<file path="config.mk">
export PLATFORM = sky130hd
export DESIGN_NAME = anubis_host_link
export DESIGN_NICKNAME = d
export VERILOG_FILES = /design/src/rtl/anubis_link_pkg.sv /design/src/rtl/link_bit_tick.sv /design/src/rtl/anubis_host_link.sv
export SDC_FILE = /design/constraint.sdc
export NUM_CORES = 1
export LEC_CHECK = 0
export CAP_MARGIN = 20
export CORE_ASPECT_RATIO = 0.5
export CORE_MARGIN = 4
export CORE_UTILIZATION = 40
export CTS_CLUSTER_DIAMETER = 200
export DETAILED_ROUTE_END_ITERATION = 6
export GPL_TIMING_DRIVEN = 0
export PLACE_DENSITY_LB_ADDON = 0.08
export SYNTH_ARGS = -nofsm -noshare
export SYNTH_HDL_FRONTEND = slang
export SYNTH_SLANG_ARGS = --single-unit
</file>
<file path="constraint.sdc">
create_clock -name clk -period 32.8 [get_ports clk]
set_clock_uncertainty 0.1 [all_clocks]
set_input_delay 6.56 -clock clk [delete_from_list [all_inputs] [get_ports clk]]
set_output_delay 6.56 -clock clk [all_outputs]
set_load 0.05 [all_outputs]
</file>
<file path="src/rtl/anubis_link_pkg.sv">
// Shared constants and FSM encoding for the host-side link and the device-side serial blocks.
package anubis_link_pkg;
  localparam int TX_FRAME_BITS = 257;  // {mode, data[127:0], key[127:0]}
  localparam int RX_FRAME_BITS = 128;  // returned cipher/plain block
  localparam int BLK_W         = 128;
  localparam int BIT_CNT_W     = $clog2(TX_FRAME_BITS);

  typedef enum logic [3:0] {
    IDLE, REQ, SEND, REL, WAIT_RES, RECV, CLOSE, DONE, ERR
  } link_state_t;
endpackage

</file>
<file path="src/rtl/link_bit_tick.sv">
// Bit-period counter: boundary on the wrap cycle, mid strobe at CLK_DIV/2.
module link_bit_tick #(
  parameter int CLK_DIV = 25
) (
  input  logic clk,
  input  logic rst,
  input  logic restart,
  output logic boundary,
  output logic mid
);
  localparam int CW = (CLK_DIV > 1) ? $clog2(CLK_DIV) : 1;
  localparam logic [CW-1:0] LAST  = CW'(CLK_DIV - 1);
  localparam logic [CW-1:0] MIDPT = CW'(CLK_DIV / 2);

  logic [CW-1:0] cnt;

  // free-running 0..CLK_DIV-1; restart realigns so the next cycle is the start of a period
  always_ff @(posedge clk or posedge rst) begin
    if (rst)                         cnt <= '0;
    else if (restart || cnt == LAST) cnt <= '0;
    else                             cnt <= cnt + CW'(1);
  end

  // strobes are suppressed on the restart cycle so a stale period never leaks into a new phase
  assign boundary = !restart && (cnt == LAST);
  assign mid      = !restart && (cnt == MIDPT);
endmodule

</file>
<file path="src/rtl/anubis_host_link.sv">
// Host side of the Anubis serial link: sends {mode,data,key}, collects the 128-bit result.
module anubis_host_link
  import anubis_link_pkg::*;
#(
  parameter int CLK_DIV = 25,
  parameter int TIMEOUT = 4096
) (
  input  logic             clk,
  input  logic             reset_b,
  input  logic             start,
  input  logic             mode,
  input  logic [BLK_W-1:0] data_in,
  input  logic [BLK_W-1:0] key_in,
  output logic             TxD,
  output logic             host_sync,
  output logic             host_ack,
  input  logic             RxD,
  input  logic             dev_sync,
  input  logic             dev_ack,
  output logic             busy,
  output logic             done,
  output logic             error,
  output logic [BLK_W-1:0] result
);
  localparam int TW = $clog2(TIMEOUT + 1);
  localparam logic [TW-1:0] TMO_LAST = TW'(TIMEOUT - 1);
  localparam logic [TW-1:0] TMO_MAX  = TW'(TIMEOUT);

  link_state_t                state;
  logic [TX_FRAME_BITS-1:0]   tx_sr;
  logic [RX_FRAME_BITS-1:0]   rx_sr;
  logic [BIT_CNT_W-1:0]       bit_cnt;
  logic [TW-1:0]              tmo;
  logic [1:0]                 sync_q, ack_q, rxd_q;
  logic                       sync_s, ack_s, rxd_s;
  logic                       restart, boundary, mid;
  logic                       counting, advance, timeout;

  // two-flop synchronizers on every device-driven input
  always_ff @(posedge clk or posedge reset_b) begin
    if (reset_b) begin
      sync_q <= '0;
      ack_q  <= '0;
      rxd_q  <= '0;
    end else begin
      sync_q <= {sync_q[0], dev_sync};
      ack_q  <= {ack_q[0], dev_ack};
      rxd_q  <= {rxd_q[0], RxD};
    end
  end

  assign sync_s = sync_q[1];
  assign ack_s  = ack_q[1];
  assign rxd_s  = rxd_q[1];

  // period realigns on accept (timeout base), on entering SEND and on entering RECV
  assign restart = (state == IDLE && start) || (state == REQ && ack_s) ||
                   (state == WAIT_RES && sync_s);

  link_bit_tick #(.CLK_DIV(CLK_DIV)) u_tick (
    .clk      (clk),
    .rst      (reset_b),
    .restart  (restart),
    .boundary (boundary),
    .mid      (mid)
  );

  // handshake states wait on the device; a state that is leaving this cycle never times out
  assign counting = (state == REQ) || (state == REL) || (state == WAIT_RES) || (state == CLOSE);
  assign advance  = (state == REQ && ack_s) || (state == REL && !ack_s) ||
                    (state == WAIT_RES && sync_s) || (state == CLOSE && !sync_s);
  assign timeout  = counting && !advance && boundary && (tmo == TMO_LAST);

  // transaction FSM with registered outputs
  always_ff @(posedge clk or posedge reset_b) begin
    if (reset_b) begin
      state     <= IDLE;
      tx_sr     <= '0;
      rx_sr     <= '0;
      bit_cnt   <= '0;
      tmo       <= '0;
      TxD       <= 1'b0;
      host_sync <= 1'b0;
      host_ack  <= 1'b0;
      busy      <= 1'b0;
      done      <= 1'b0;
      error     <= 1'b0;
      result    <= '0;
    end else begin
      done  <= 1'b0;
      error <= 1'b0;
      if (counting && boundary && tmo != TMO_MAX) tmo <= tmo + TW'(1);
      if (timeout) begin
        state     <= ERR;
        error     <= 1'b1;
        host_sync <= 1'b0;
        host_ack  <= 1'b0;
        TxD       <= 1'b0;
      end else begin
        case (state)
          IDLE: if (start) begin
            tx_sr     <= {mode, data_in, key_in};
            busy      <= 1'b1;
            host_sync <= 1'b1;
            tmo       <= '0;
            state     <= REQ;
          end
          REQ: if (ack_s) begin
            TxD     <= tx_sr[TX_FRAME_BITS-1];
            bit_cnt <= '0;
            state   <= SEND;
          end
          SEND: if (boundary) begin
            tx_sr <= tx_sr << 1;
            if (bit_cnt == BIT_CNT_W'(TX_FRAME_BITS - 1)) begin
              TxD       <= 1'b0;
              host_sync <= 1'b0;
              tmo       <= '0;
              state     <= REL;
            end else begin
              TxD     <= tx_sr[TX_FRAME_BITS-2];
              bit_cnt <= bit_cnt + BIT_CNT_W'(1);
            end
          end
          REL: if (!ack_s) begin
            tmo   <= '0;
            state <= WAIT_RES;
          end
          WAIT_RES: if (sync_s) begin
            host_ack <= 1'b1;
            bit_cnt  <= '0;
            state    <= RECV;
          end
          RECV: if (mid) begin
            rx_sr   <= {rx_sr[RX_FRAME_BITS-2:0], rxd_s};
            bit_cnt <= bit_cnt + BIT_CNT_W'(1);
            if (bit_cnt == BIT_CNT_W'(RX_FRAME_BITS - 1)) begin
              host_ack <= 1'b0;
              tmo      <= '0;
              state    <= CLOSE;
            end
          end
          CLOSE: if (!sync_s) begin
            result <= rx_sr;
            done   <= 1'b1;
            state  <= DONE;
          end
          DONE, ERR: begin
            busy  <= 1'b0;
            state <= IDLE;
          end
          default: state <= IDLE;
        endcase
      end
    end
  end
endmodule

</file>
==> out/metrics.yaml <==
yosys:
  synth_area_um2: 23440
  synth_area_leaders: "dfrtp_1 (59%), mux2_2 (12%), nand2_1 (8.5%)"
  syn-num-nets: 2485
  synthArstFlopShare: 1.000
  yosys_warnings: 0
  synth_ff_type: "dfrtp_1"
  yosys.area.top_type: "dfrtp_1"
  ys_seq_area_frac: 0.5935
  synth_edf_count: 0
  ys_ff_latch: 556
  synth_top_area_share: 0.5935
  post_synth_num_cell_types: 58
  synthCells: 2216
  syn_area_per_cell_um2: 10.58
  netlist_top_cells_count: "dfrtp_1 (556), nand2_1 (529), nor2_1 (274), a31oi_1 (257), mux2_2 (256)"
  synth.most_common_cell: "dfrtp_1"
timing:
  fmax_mhz: 116.3
  finalSetupTns_ps: 0
  final.min_clock_period_ps: 8601
  tightest_slew_ps: 893.7
  setup_slack_ps: 24200
  rsz0062_at_grt: "false"
  hold_viol_final: 0
  period_share: 0.2622
  whs_ps: 249.1
  relSlewSlack: 0.4042
  setup_viol: 0
  drv_slew: 0
die:
  initial_utilization: 0.4067
  die_y_um: 179.2
  die_x_um: 350.4
  die-area_um2: 62770
  io_pins: 397
  row_count: 62
  core_um2: 57640
route:
  wl_um: 58560
  antenna_left: 0
  first_pass_iters: 5
  drt-initial-drc-count: 1282
  via_per_inst: 5.036
  drcViolationCount: 0
  avgRoutedWirePerCell_um: 16.82
  num_vias: 17530
clock_network:
  cts_made_buffers: 51
  post_cts_resized: 0
  cts_max_level: 2
  clk_pin_slew_ps: 60
  clkSinkCount: 556
  clkLatencyLatePin_ps: 590
  cts_tree: "yes"
  cts_hold_buf: 0
  post-cts-setup-buffers: 0
  root_buffer: "clkbuf_16"
  cts.path.max_buffers: 3
global_routing:
  grt_pass1_wl_um: 93470
  grtUsageTotal: 0.1846
  grt_max_degree: 121
  grt_pass1_vias: 17450
  gr-total-overflow: 0
  antenna_found_initial: 7
critical_path:
  regToRegStartpoint: "state[1]"
  crit_path_start_kind: "primary input"
  endpoint_kind: "register"
  rrSetupSlack_ps: 29740
  worstPathArrival_ps: 8950
  r2r-end: "tx_sr[41]"
  cp_max_fo: 10
  crit_required_ps: 33150
  reg2regPathDepth: 7
  setup.worst_path.class: "primary input to register"
final_layout:
  area_growth_pct: 28.98
  drive_gt1_frac: 0.1657
  nets: 2938
  fin_area_um2: 30230
place:
  gp_congestion: 0.8178
  place_ws_ps: 23520
  placed_cell_area_um2: 28480
  port_buffers: 396
  detailed_place_hpwl_um: 41350
min_path:
  hp-class: "register to register"
  hold_end: "sync_q[1]"
  min_path_cells: 0
  min-delay-start: "sync_q[0]"
power:
  power_density_nw_per_um2: 44.99
  ir_drop_mv: 0.03921
  power_leakage_nw: 14.02
run_status:
  status: "complete, no violations"
run:
  max_cap_violations: 0
==> routing by layer <==
| layer | GRT usage | part of all wire | routed length, um |
|---|---|---|---|
| met1 | 0.2399 | 0.44 | 25560 |
| met2 | 0.3245 | 0.51 | 29670 |
| met3 | 0.03181 | 0.038 | 2254 |
| met4 | 0.04378 | 0.018 | 1059 |
| met5 | 0 | 0.00036 | 21 |
==> sequential cells by signal (all words and copies together), names as in the netlist <==
name	cells
tx_sr	257
result	128
rx_sr	128
tmo	13
bit_cnt	9
u_tick.cnt	5
state	4
ack_q	2
rxd_q	2
sync_q	2
TxD	1
busy	1
done	1
error	1
host_ack	1
host_sync	1
==> layout by cell type (no fill, tap or decap), types with 5 or more instances in the layout <==
| cell type | instances |
|---|---|
| a21oi_1 | 14 |
| a31oi_1 | 257 |
| buf_2 | 85 |
| buf_6 | 5 |
| bufinv_16 | 5 |
| clkbuf_1 | 75 |
| clkbuf_16 | 52 |
| clkbuf_8 | 12 |
| clkdlybuf4s50_1 | 396 |
| clkinv_2 | 9 |
| dfrtp_1 | 556 |
| ha_1 | 6 |
| inv_1 | 14 |
| mux2_2 | 256 |
| mux2i_1 | 5 |
| nand2_1 | 529 |
| nand3_1 | 13 |
| nand3b_1 | 5 |
| nand4_1 | 8 |
| nor2_1 | 274 |
| nor2_2 | 10 |
| nor3_1 | 12 |
| nor4_1 | 7 |
| o21ai_0 | 13 |
| o31ai_1 | 5 |
| or3_1 | 8 |
| or4_1 | 5 |
| xnor2_1 | 5 |
| xor2_1 | 11 |
==> layout make-up <==
class,count,area [um^2]
fill,5259,27400
antenna,4,10.01
clock inverter,17,229.0
tap,768,960.9
buffer,157,737.0
sequential,556,13910
timing repair buffer,400,4074
clock buffer,76,1511
multi-input combinational,1488,8735
inverter,15,63.81
==> where the power goes <==
| part | internal (W) | leakage (nW) | total, W | switching, W |
|---|---|---|---|---|
| Sequential | 0.000686 | 6.32 | 0.000686 | 0.000000412 |
| Combinational | 0.0000291 | 6.83 | 0.0000486 | 0.0000195 |
| Clock | 0.000359 | 0.863 | 0.000625 | 0.000267 |
==> critical path: stages <==
cell and delay [ps]:
clkdlybuf4s50_1 540, nand2_1 140, a21oi_2 620, clkbuf_1 630, buf_2 340, a31oi_1 120
==> kinds of logic (layout without fill, tap and decap cells) <==
group                      count (synthesis)  in the layout  share of synthesized area
and+or+nand+nor                          895            895                     0.1550
DFF                                      556            556                     0.5935
AOI/OAI and AO/OA                        310            310                    0.08337
muxes                                    261            261                     0.1251
buffers and inverters                    172            665                    0.03384
xor gates and xnor gates                  16             16                   0.005978
adders and majority gates                  6              6                   0.003202
other                                      0              4                          0
==> how the worst max path moves through the flow <==
stage | start | end | slack, ps
after CTS | start | tx_sr[15] | 24150
after floorplan | reset_b | TxD | 10590
final | start | tx_sr[41] | 24200
after global routing | start | tx_sr[140] | 24050
after detailed placement | start | tx_sr[157] | 23520
after global placement | reset_b | tx_sr[165] | 3160
==> stage by stage <==
stage                power, W  utilization  std cells
detailed placement  0.0007494       0.4942       3384
global placement    0.0007489       0.4921       3380
global route         0.001413       0.5246       3481
floorplan           0.0007105            -       2216
finish               0.001360       0.5246       3481
CTS                  0.001382       0.5244       3477
Note: power is estimated with default switching activity, not from simulation.
